<file path="src/rtl/asteroid_field.sv">
// asteroid_field: 8-lane dodge game. It spawns asteroids on a timer, scores lanes that wrap, and ends the game on a player collision.
// Lane selection is round-robin by default; define ASTEROID_LFSR_SPAWN_EN to pick lanes from an 8-bit LFSR instead.
module asteroid_field #(
  parameter int SPAWN_PERIOD = 50000000,
  parameter int SCORE_W      = 8
) (
  input  logic               CLK,
  input  logic               reset,
  input  logic               start,
  input  logic [31:0]        row_pos,
  input  logic [2:0]         player_col,
  output logic [7:0]         enable_count,
  output logic [255:0]       red_pixels,
  output logic [255:0]       green_pixels,
  output logic [SCORE_W-1:0] score,
  output logic               game_over
);
  localparam int TW = $clog2(SPAWN_PERIOD);
  localparam logic [TW-1:0] T_LAST = TW'(SPAWN_PERIOD - 1);
  localparam logic [SCORE_W-1:0] SCORE_MAX = '1;

  typedef enum logic [1:0] {IDLE, PLAY, HIT} state_t;
  state_t state_q, state_d;

  logic [TW-1:0]      timer_q, timer_d;
  logic [7:0]         en_q, en_d;
  logic [SCORE_W-1:0] score_q, score_d;
  logic [31:0]        prev_q;
  logic [255:0]       red_q, red_d, green_q, green_d;
  logic               game_over_q;
  logic [2:0]         sel;
  logic               spawn, collide, play_entry;
  logic [7:0]         wrap;
  logic [3:0]         wrap_cnt;
  logic [SCORE_W+3:0] score_sum;

  assign collide    = (state_q == PLAY) && en_q[player_col] && (row_pos[player_col*4 +: 4] == 4'hF);
  assign spawn      = (state_q == PLAY) && !collide && (timer_q == T_LAST);
  assign play_entry = (state_q != PLAY) && (state_d == PLAY);

`ifdef ASTEROID_LFSR_SPAWN_EN
  logic [7:0] lfsr_q;
  always_ff @(posedge CLK) begin
    if (reset)      lfsr_q <= 8'h01;
    else if (spawn) lfsr_q <= {lfsr_q[6:0], lfsr_q[7] ^ lfsr_q[5] ^ lfsr_q[4] ^ lfsr_q[3]};
  end
  assign sel = lfsr_q[2:0];
`else
  logic [2:0] ptr_q;
  always_ff @(posedge CLK) begin
    if (reset)           ptr_q <= 3'd0;
    else if (play_entry) ptr_q <= 3'd0;
    else if (spawn)      ptr_q <= ptr_q + 3'd1;
  end
  assign sel = ptr_q;
`endif

  // A lane wraps when its counter rolls 15 -> 0 while still enabled.
  always_comb begin
    wrap     = '0;
    wrap_cnt = '0;
    for (int i = 0; i < 8; i++) begin
      wrap[i]  = en_q[i] && (prev_q[4*i +: 4] == 4'hF) && (row_pos[4*i +: 4] == 4'h0);
      wrap_cnt = wrap_cnt + {3'b000, wrap[i]};
    end
  end

  always_comb begin
    state_d = state_q;
    case (state_q)
      IDLE, HIT: if (start) state_d = PLAY;
      PLAY:      if (collide) state_d = HIT;
      default:   state_d = IDLE;
    endcase
  end

  always_comb begin
    timer_d   = '0;
    en_d      = '0;
    score_d   = score_q;
    score_sum = {4'b0000, score_q} + {{SCORE_W{1'b0}}, wrap_cnt};
    if (play_entry) begin
      score_d = '0;
    end else if (state_q == PLAY && !collide) begin
      timer_d = spawn ? '0 : timer_q + 1'b1;
      // Spawn ORs in after wrap clears, so a same-lane wrap+spawn leaves the lane enabled.
      en_d    = (en_q & ~wrap) | (spawn ? (8'h01 << sel) : 8'h00);
      score_d = (score_sum > {4'b0000, SCORE_MAX}) ? SCORE_MAX : score_sum[SCORE_W-1:0];
    end
  end

  // Pixels are built from the state being entered, so they change on the same edge as the state register.
  always_comb begin
    red_d   = '0;
    green_d = '0;
    green_d[240 + 2*player_col +: 2] = 2'b11;
    case (state_d)
      HIT:  red_d[255:240] = '1;
      PLAY: begin
        for (int i = 0; i < 8; i++)
          if (en_d[i]) red_d[16*row_pos[4*i +: 4] + 2*i +: 2] = 2'b11;
      end
      default: ;
    endcase
  end

  always_ff @(posedge CLK) begin
    if (reset) state_q <= IDLE;
    else       state_q <= state_d;
  end

  always_ff @(posedge CLK) begin
    if (reset) begin
      timer_q     <= '0;
      en_q        <= '0;
      score_q     <= '0;
      prev_q      <= '0;
      red_q       <= '0;
      green_q     <= '0;
      game_over_q <= 1'b0;
    end else begin
      timer_q     <= timer_d;
      en_q        <= en_d;
      score_q     <= score_d;
      prev_q      <= row_pos;
      red_q       <= red_d;
      green_q     <= green_d;
      game_over_q <= (state_d == HIT);
    end
  end

  assign enable_count = en_q;
  assign red_pixels   = red_q;
  assign green_pixels = green_q;
  assign score        = score_q;
  assign game_over    = game_over_q;

endmodule

</file>
<file path="config.mk">
export PLATFORM = sky130hd
export DESIGN_NAME = asteroid_field
export DESIGN_NICKNAME = d
export VERILOG_FILES = /design/src/rtl/asteroid_field.sv
export SDC_FILE = /design/constraint.sdc
export NUM_CORES = 1
export LEC_CHECK = 0
export CORE_AREA = 10 10 214 216
export DETAILED_ROUTE_END_ITERATION = 16
export DIE_AREA = 0 0 224 226
export PLACE_DENSITY = 0.63
export SETUP_SLACK_MARGIN = 0.5
export SYNTH_ARGS = -nofsm -noshare
export SYNTH_HDL_FRONTEND = slang
export SYNTH_SLANG_ARGS = --single-unit
</file>
<file path="constraint.sdc">
create_clock -name CLK -period 7.6 [get_ports CLK]
set_input_delay 2.28 -clock CLK [delete_from_list [all_inputs] [get_ports CLK]]
set_output_delay 2.28 -clock CLK [all_outputs]
set_load 0.01 [all_outputs]
</file>
# Word-level counts from Yosys, hierarchy flattened

Cells that the tools add are included.

Flip-flop bits (word level): 592
Output and inout port bits: 529
Word-level logic and storage cells: 148

Add/sub/neg operators: 27
Magnitude comparators: 2
Eq/ne operators: 15
Shift operators: 20
Mux-type cells: 32
Bitwise gates (word level): 7
Reduce and logical (&&, ||, !) cells: 35

Operator list:

| cell                                                                           | number |
|---|---|
| 256-bit 2-to-1 mux                                                             | 15 |
| 2-bit by 34-bit variable shift with 256-bit output, first input constant       | 9 |
| 2-bit by 34-bit variable part select with 256-bit output, first input constant | 9 |
| 256-bit bitwise mux                                                            | 7 |
| 256-bit bitwise AND                                                            | 2 |
| 9-bit negator with 34-bit output                                               | 8 |
| 8-bit by 4-bit adder with 9-bit output, second input constant                  | 4 |
| 4-bit equality test, second input constant                                     | 9 |
| 8-bit negator with 34-bit output                                               | 1 |
| 4-bit logical NOT                                                              | 8 |
| 8-bit 2-to-1 mux                                                               | 4 |
| 16-bit case mux with 2 select lines                                            | 1 |
| 32-bit by 6-bit variable part select with 4-bit output                         | 1 |
| 26-bit by 1-bit adder with 26-bit output, second input constant                | 1 |
| 26-bit equality test, second input constant                                    | 1 |
| 1-bit logical AND                                                              | 21 |
| 8-bit by 3-bit adder with 9-bit output, second input constant                  | 2 |
| 4-bit by 1-bit adder with 4-bit output                                         | 4 |
| 8-bit by 2-bit adder with 9-bit output, second input constant                  | 1 |
| 8-bit by 4-bit adder with 9-bit output                                         | 1 |
| 8-bit by 4-bit adder with 9-bit output, first input constant                   | 1 |
| 9-bit by 8-bit > comparator with 1-bit output, second input constant           | 1 |
| 8-bit bitwise AND                                                              | 1 |
| 8-bit inverter                                                                 | 1 |
| 19 further kinds                                                               | 25 |

# Longest topological paths before layout

Gate-level depths: netlist of the first run.

Word-level depth: 34
Mapped depth: 16

# Least setup slack after synthesis of the first run

Ideal clock, no wire load.

Kind: in2reg
Start: input row_pos[9]
End: register score_q[4], in the netlist score[4]
Arrival time: 6267 ps
Slack: 1255 ps
Stages: 15
Cells stage by stage: or2_2 > clkbuf_1 > nor4_1 > fa_1 > fa_1 > inv_1 > fa_1 > fa_1 > fa_1 > nor2b_1 > o21ai_0 > a21oi_1 > nand3_1 > and4_1 > nor3_1

Cells in the longest elaborated chain, start to end: 11

RTL lines:

| element                                              | RTL line | source |
|---|---|---|
| from (decl)                                          | 10       | `input logic [31:0] row_pos,` |
| 4-bit logical NOT                                    | 63       | `wrap[i] = en_q[i] && (prev_q[4*i +: 4] == 4'hF) && (row_pos[4*i +: 4] == 4'h0);` |
| 1-bit logical AND                                    | 63       |  |
| 2-bit by 1-bit adder with 3-bit output               | 64       | `wrap_cnt = wrap_cnt + {3'b000, wrap[i]};` |
| 3-bit by 1-bit adder with 4-bit output               | 64       |  |
| 4-bit by 1-bit adder with 4-bit output (4 in series) | 64       |  |
| 8-bit by 4-bit adder with 9-bit output               | 81       | `score_sum = {4'b0000, score_q} + {{SCORE_W{1'b0}}, wrap_cnt};` |
| 9-bit by 8-bit > comparator with 1-bit output        | 88       | `score_d = (score_sum > {4'b0000, SCORE_MAX}) ? SCORE_MAX : score_sum[SCORE_W-1:0];` |
| 8-bit 2-to-1 mux                                     | 88       |  |
| to (signal assigned)                                 | 124      | `score_q <= score_d;` |
| to (decl)                                            | 27       | `logic [SCORE_W-1:0] score_q, score_d;` |

Several ways; a longest one is shown, not always the timed one.
A chain may end at the register's enable or synchronous reset.

# Worst setup path after layout of the first run

Start: input row_pos[8]
End: register score_q[4], in the netlist score[4]

The elaborated chain is that of the path after synthesis.

==> results of run 1 <==
-- critical path, stage by stage --
cell and delay, ns:
sky130_fd_sc_hd__clkdlybuf4s50_1 0.52, sky130_fd_sc_hd__or2_2 0.38, sky130_fd_sc_hd__nor4_1 0.45, sky130_fd_sc_hd__fa_1 0.54, sky130_fd_sc_hd__fa_1 0.50, sky130_fd_sc_hd__inv_1 0.05
sky130_fd_sc_hd__fa_1 0.45, sky130_fd_sc_hd__fa_1 0.43, sky130_fd_sc_hd__fa_1 0.42, sky130_fd_sc_hd__nor2b_1 0.12, sky130_fd_sc_hd__o21ai_0 0.11, sky130_fd_sc_hd__a21oi_1 0.27
sky130_fd_sc_hd__nand3_1 0.23, sky130_fd_sc_hd__and4_1 0.27, sky130_fd_sc_hd__nor3_1 0.15
-- layout by cell type (no fill, tap or decap), types with 25 or more instances in the layout --
cell                              Yosys  final
sky130_fd_sc_hd__nand2_1             48     48
sky130_fd_sc_hd__nor2b_1             35     35
sky130_fd_sc_hd__dfxtp_1            223    223
sky130_fd_sc_hd__nor2_1             114    114
sky130_fd_sc_hd__clkdlybuf4s50_1      0    339
sky130_fd_sc_hd__nor3_1              47     46
sky130_fd_sc_hd__clkbuf_16            0     25
sky130_fd_sc_hd__nor4_1              59     58
sky130_fd_sc_hd__conb_1               1    233
sky130_fd_sc_hd__inv_1               27     27
sky130_fd_sc_hd__nand3_1             36     36
-- Yosys cell counts (all sizes together) (2+ instances only) --
master  instances  share of area
nand3          36          0.017
a211oi          3         0.0021
buf           380           0.26
ha             19          0.022
a31oi           4         0.0023
nand3b          6         0.0041
o41a            2         0.0030
o21ai           3         0.0014
and4            5         0.0040
nand2          48          0.017
nand4          19          0.011
or3             6         0.0035
and3            7         0.0040
o21a            4         0.0028
nor2b          35          0.020
a21oi          11         0.0051
and4b           3         0.0028
inv            27         0.0093
or4             6         0.0048
nand4b          7         0.0056
fa              5         0.0092
nor3           47          0.022
a311oi          2         0.0016
nor4b           2         0.0016
o41ai           4         0.0039
xor2           12         0.0097
nor4           61          0.037
nand2b         23          0.013
nor2          114          0.039
o31ai           3         0.0021
a41oi           2         0.0016
xnor2          15          0.012
and2            6         0.0037
or2             6         0.0035
clkbuf         27         0.0093
or3b            2         0.0016
mux4            2         0.0041
dfxtp         223           0.41
nor4bb          2         0.0018
-- report_power, final --
| group | total [W] | internal, W | switching, W |
|---|---|---|---|
| clock network | 0.00130 | 0.000799 | 0.000504 |
| logic | 0.000214 | 0.0000592 | 0.000154 |
| registers | 0.00119 | 0.00118 | 0.00000657 |
| total | 0.00271 | 0.00204 | 0.000665 |
-- state kept, by name, summed over array words and instances, names as in the netlist --
| name | cells |
|---|---|
| score | 8 |
| ptr_q | 3 |
| enable_count | 8 |
| red_pixels | 128 |
| timer_q | 26 |
| green_pixels | 15 |
| state_q | 2 |
| game_over | 1 |
| prev_q | 32 |
-- stage by stage --
step | area (µm²) | util
after floorplan | 11730 | -
after global placement | 12930 | 0.3111
after detailed placement | 12930 | 0.3111
after CTS | 13830 | 0.3327
after global routing | 13840 | 0.3329
final | 13840 | 0.3329
-- final timing paths --
| check | startpoint | depth (start not counted) | endpoint | slack, ns |
|---|---|---|---|---|
| worst max-delay path | row_pos[8] | 15 | score[4] | 0.90 |
| worst min-delay path | timer_q[0] | 1 | timer_q[0] | 0.46 |
| worst max register to register | prev_q[11] | 14 | score[4] | 3.15 |
| worst min register to register | timer_q[0] | 1 | timer_q[0] | 0.46 |
-- layout make-up --
cell class                 instances  area [µm²]  area share
inverter                          28       105.1    0.007594
timing repair buffer             348        3458      0.2499
antenna                            1       2.502   0.0001808
multi-input combinational        776        4237      0.3061
sequential                       223        4464      0.3225
clock inverter                    17       242.7     0.01754
clock buffer                      28       656.9     0.04746
tap                              539       674.4     0.04873
-- routing by layer --
| metal | up-vias | routed length [µm] |
|---|---|---|
| li1 | 3820 | - |
| met1 | 3837 | 13450 |
| met2 | 455 | 17890 |
| met3 | 47 | 3304 |
| met4 | 0 | 969 |
| met5 | - | 0 |
-- cells by family (layout without fill, tap and decap cells) --
| family | after synthesis | after routing |
|---|---|---|
| simple gates | 443 | 443 |
| buf+inv | 435 | 421 |
| xor+xnor | 27 | 27 |
| fa+ha+maj | 24 | 24 |
| flops | 223 | 223 |
| compound gates | 47 | 47 |
| mux | 2 | 2 |
| other cells | 1 | 234 |
==> Flow_metrics.wiki, run 1 <==
{| class="wikitable"
! Metric !! Value
|-
| Data arrival time of the critical path || 7.17 ns
|-
| Run status || finished clean
|-
| Starting DRT DRC Count || 400
|-
| Clock tree buffer depth || 3
|-
| Transition at the pin with the smallest max-transition slack || 0.8611 ns
|-
| Wire length of the first global-routing pass || 50.70 mm
|-
| Final cell count without fillers || 1960
|-
| Overall Global Routing Usage || 0.1282
|-
| Post-CTS sizing || 0
|-
| Worst supply voltage drop on vdd || 0.0001365 V
|-
| Cell at the root of the clock tree || sky130_fd_sc_hd__clkbuf_16
|-
| Power density relative to cell area || 195.5 nW/µm²
|-
| Simple logic cell fraction of the synthesized area || 0.2186
|-
| Syn Std Cell Area || 10860 µm²
|-
| Port-buffer cells || 340
|-
| Hold buffers post-CTS || 0
|-
| Overflow left after global routing || 0
|-
| GR Layer Usage met3 || 0.04294
|-
| Final setup violating endpoints || 0
|-
| Proportion of synthesized chip area in sequential cells || 0.4111
|-
| Max Fclk || 149.2 MHz
|-
| Crit path required time || 8.06 ns
|-
| Combinational family with the most area after synthesis || buffers and inverters
|-
| Final worst clock skew || 0.01988 ns
|-
| Core Region || 41570 µm²
|-
| Mean area per synthesized cell || 9.034 µm²
|-
| Fraction of synthesis flops using an asynchronous set or reset pin || 0
|-
| Met1 usage || 0.1364
|-
| Final nets || 1464
|-
| Tightest hold margin || 0.4641 ns
|-
| Worst Hold Class || register to register
|-
| Post-DR wirelength/cell || 18.17 µm
|-
| Detailed-routing iteration count for the pre-antenna-repair pass || 5
|-
| Kind of launch point of the worst setup path || input pin
|-
| GP Congestion || 0.8336
|-
| Highest fanout seen on the critical path || 6
|-
| Via density || 4.163
|-
| Die area || 50620 µm²
|-
| Number of global-route vias before repair || 8516
|-
| Yosys synthesis warning count || 0
|-
| Final Hold Viols || 0
|-
| Worst Setup Path Type || input pin to register
|-
| Post-synthesis xor/xnor area fraction || 0.02178
|-
| Normalized max-slew margin || 0.4259
|-
| Flop and latch count out of synthesis || 223
|-
| Number of buffers inserted by post-CTS setup repair || 0
|-
| Detailed Route WL || 35.62 mm
|-
| Most used DFF post-synth || sky130_fd_sc_hd__dfxtp_1
|-
| Post-route ant nets || 0
|-
| Number of enable-type register cells in the synthesized netlist || 0
|-
| Complex-gate fraction of the synthesized area || 0.03295
|-
| Detail Placement HPWL || 29.39 mm
|-
| Element type at the critical path end || register
|-
| Pin count of the biggest net entering global routing || 46
|-
| Initial antenna violation count || 1
|-
| Number of placement rows || 75
|-
| Number of clock sinks || 223
|-
| Number of filler cells placed in the layout || 4241
|-
| Area grow syn2layout || 27.46%
|-
| Unrepaired setup endpoints after global routing || false
|-
| DRC violations left || 0
|-
| Number of buffers inserted during clock tree synthesis || 25
|-
| Fraction of the mapped netlist area in adder cells || 0.03111
|-
| Multiplexer share of the synthesized area || 0.004148
|-
| TritonCTS clock tree || built
|-
| Die Y-Extent || 226 µm
|-
| Post-placement worst setup slack || 0.2994 ns
|-
| H-tree level count || 1
|-
| Count of placed standard cells including taps || 1914
|-
| Clock network latency to the later pin of the worst-skew pair || 0.54 ns
|-
| Met2 usage || 0.2318
|-
| Worst Slack Setup Final || 0.8970 ns
|-
| Initial standard-cell utilization of the core || 0.2612
|-
| Die X-Extent || 224 µm
|-
| GRT busiest layer || met2
|-
| Share of layout cells above drive strength 1 || 0.04859
|-
| Number of distinct standard cells referenced by the synthesized netlist || 63
|-
| Max Transition Viols Final || 0
|-
| Total via count in the routed design || 8159
|-
| Total power || 0.002706 W
|-
| Setup TNS after final layout || 0 ns
|-
| Static Leakage || 5.179 nW
|-
| Tcrit/Tclk final || 0.8820
|-
| Clock-pin slew on the worst setup and hold paths || 0.06 ns
|-
| Max-cap violations || 0
|-
| Post-layout min period || 6.703 ns
|-
| Mapped Cells || 1202
|-
| Io pins || 567
|}
(Power assumes the default switching activity.)
==> inputs of run 2 (changes only) <==
SLEW_MARGIN = 20   (was unset)
==> results of run 2 <==
Same layout as run 1: the final DEF is identical, and so are final timing and power.
==> inputs of run 3 (changes only) <==
CORE_AREA = 2 2 218 220   (was 10 10 214 216)
DIE_AREA = 0 0 220 222   (was 0 0 224 226)
PLACE_DENSITY = 0.58   (was 0.63)
==> run 3 against run 2 <==
Net effect:
- via count shrank 0.66%
- register-to-register slack is essentially flat
- global-route usage shrank 0.54 points
- hold slack lost 0.00063 ns
- clock-buffer cell count grew 8
- highest routed layer unchanged
==> Flow_metrics.wiki, run 3 (synthesis results as in run 1) <==
{| class="wikitable"
! Metric !! Value
|-
| Max-cap violations || 0
|-
| Static Leakage || 5.157 nW
|-
| Pin count of the biggest net entering global routing || 46
|-
| Kind of launch point of the worst setup path || input pin
|-
| Die X-Extent || 220 µm
|-
| Share of layout cells above drive strength 1 || 0.04584
|-
| Worst supply voltage drop on vdd || 0.0001470 V
|-
| Most common library cell in the layout ignoring fill and taps || sky130_fd_sc_hd__clkdlybuf4s50_1
|-
| GRT busiest layer || met2
|-
| Normalized max-slew margin || 0.4166
|-
| Number of buffers inserted during clock tree synthesis || 25
|-
| Crit path required time || 8.05 ns
|-
| Final nets || 1463
|-
| Final Hold Viols || 0
|-
| Worst Hold Class || register to register
|-
| Met2 usage || 0.2354
|-
| Max Transition Viols Final || 0
|-
| Post-route ant nets || 0
|-
| Post-layout min period || 6.711 ns
|-
| Tcrit/Tclk final || 0.8830
|-
| Initial standard-cell utilization of the core || 0.2347
|-
| DRC violations left || 0
|-
| Detailed-routing iteration count for the pre-antenna-repair pass || 4
|-
| Power density relative to cell area || 190.5 nW/µm²
|-
| Initial antenna violation count || 4
|-
| Max Fclk || 149.0 MHz
|-
| Sequential cell area || 4464 µm²
|-
| H-tree level count || 1
|-
| Via density || 3.999
|-
| Total via count in the routed design || 8105
|-
| Worst Slack Setup Final || 0.8889 ns
|-
| Startpoint of the worst-slack reg-to-reg timing path || enable_count[0]
|-
| Io pins || 567
|-
| Transition at the pin with the smallest max-transition slack || 0.8750 ns
|-
| Highest fanout seen on the critical path || 6
|-
| Detail Placement HPWL || 25.77 mm
|-
| Die Y-Extent || 222 µm
|-
| Detailed Route WL || 32.10 mm
|-
| Area grow syn2layout || 27.88%
|-
| Setup TNS after final layout || 0 ns
|-
| Die area || 48840 µm²
|-
| Number of clock sinks || 223
|-
| Starting DRT DRC Count || 421
|-
| Worst Setup Path Type || input pin to register
|-
| Overall Global Routing Usage || 0.1228
|-
| Number of global-route vias before repair || 7495
|-
| Cell at the root of the clock tree || sky130_fd_sc_hd__clkbuf_16
|-
| GR Layer Usage met3 || 0.02071
|-
| Origin of the worst setup path || row_pos[0]
|-
| Number of buffers inserted by post-CTS setup repair || 0
|-
| Run status || finished clean
|-
| Wire length of the first global-routing pass || 45.75 mm
|-
| Post-DR wirelength/cell || 15.84 µm
|-
| Unrepaired setup endpoints after global routing || false
|-
| Clock network latency to the later pin of the worst-skew pair || 0.53 ns
|-
| Clock-pin slew on the worst setup and hold paths || 0.06 ns
|-
| Clock tree buffer depth || 3
|-
| Final setup violating endpoints || 0
|-
| Post-placement worst setup slack || 0.2525 ns
|-
| Core Region || 46260 µm²
|-
| Largest register FFs || 128
|-
| Most used cells in the layout excluding fill and tap cells || 339 x sky130_fd_sc_hd__clkdlybuf4s50_1, 233 x sky130_fd_sc_hd__conb_1, 223 x sky130_fd_sc_hd__dfxtp_1
|-
| TritonCTS clock tree || built
|-
| Port-buffer cells || 340
|-
| Worst hold path startpoint || timer_q[0]
|-
| Number of filler cells placed in the layout || 4818
|-
| Element type at the critical path end || register
|-
| Data arrival time of the critical path || 7.16 ns
|-
| Footprint of the multi-input gates || 4243 µm²
|-
| GP Congestion || 0.8407
|-
| Number of placement rows || 79
|-
| Met1 usage || 0.1347
|-
| Final worst clock skew || 0.01629 ns
|-
| Overflow left after global routing || 0
|}
[run 3: changes by cell type in the layout (fill, tap and decap cells not counted), sizes merged]
cell and delta:
clkinvlp -1, clkinv -5, bufinv -2, buf -1
inv -1, diode +1, clkbuf +8
[run 3: report_power, final]
part           leakage, nW  internal, W  switching (W)
combinational         2.92    0.0000586       0.000150
sequential            1.81      0.00118     0.00000640
clock                0.426     0.000772       0.000475
total                 5.16      0.00202       0.000631
[run 3: per-layer routing]
metal  vias up  share of wire
met5         -              0
li1       3826              -
met3        48          0.074
met2       424           0.53
met4         0          0.026
met1      3807           0.37
[run 3: worst paths after layout]
path	end	slack, ns	cells past startpoint
min	timer_q[0]	0.46	1
min reg2reg	timer_q[0]	0.46	1
max	score[4]	0.89	17
max reg2reg	score[4]	3.15	14
[run 3: critical path, stage by stage]
cell and delay, ns:
sky130_fd_sc_hd__clkdlybuf4s50_1 0.51, sky130_fd_sc_hd__inv_1 0.15, sky130_fd_sc_hd__ha_1 0.26, sky130_fd_sc_hd__nand2b_1 0.12, sky130_fd_sc_hd__nor4_2 0.32, sky130_fd_sc_hd__fa_1 0.52
sky130_fd_sc_hd__fa_1 0.50, sky130_fd_sc_hd__inv_1 0.05, sky130_fd_sc_hd__fa_1 0.45, sky130_fd_sc_hd__fa_1 0.42, sky130_fd_sc_hd__fa_1 0.42, sky130_fd_sc_hd__nor2b_1 0.11
sky130_fd_sc_hd__o21ai_0 0.11, sky130_fd_sc_hd__a21oi_1 0.29, sky130_fd_sc_hd__nand3_1 0.24, sky130_fd_sc_hd__and4_1 0.27, sky130_fd_sc_hd__nor3_1 0.15
[run 3: through the flow]
step,utilization,hold WS (ns),area [µm²],instances,total power (W)
finish,0.3002,0.4634,13890,2027,0.002646
global route,0.3001,0.4948,13880,2026,0.002748
CTS,0.2998,0.4681,13870,2025,0.002676
detailed placement,0.2812,0.4537,13010,1981,0.001421
global placement,0.2812,0.4427,13010,1981,0.001419
floorplan,-,0.4295,11730,1434,0.001433
[run 3: repair_timing]
item / 4_1_cts / 5_1_grt
hold buffers: 0 / 0
endpoints found under the setup margin: 0 / 1
gates resized for setup: 0 / 2
[run 3: area by class of cell]
class	instances	share of cell area
antenna	2	0.0003604
clock buffer	36	0.05307
clock inverter	8	0.008830
inverter	28	0.007568
multi-input combinational	776	0.3055
sequential	223	0.3215
tap	607	0.05469
timing repair buffer	347	0.2485
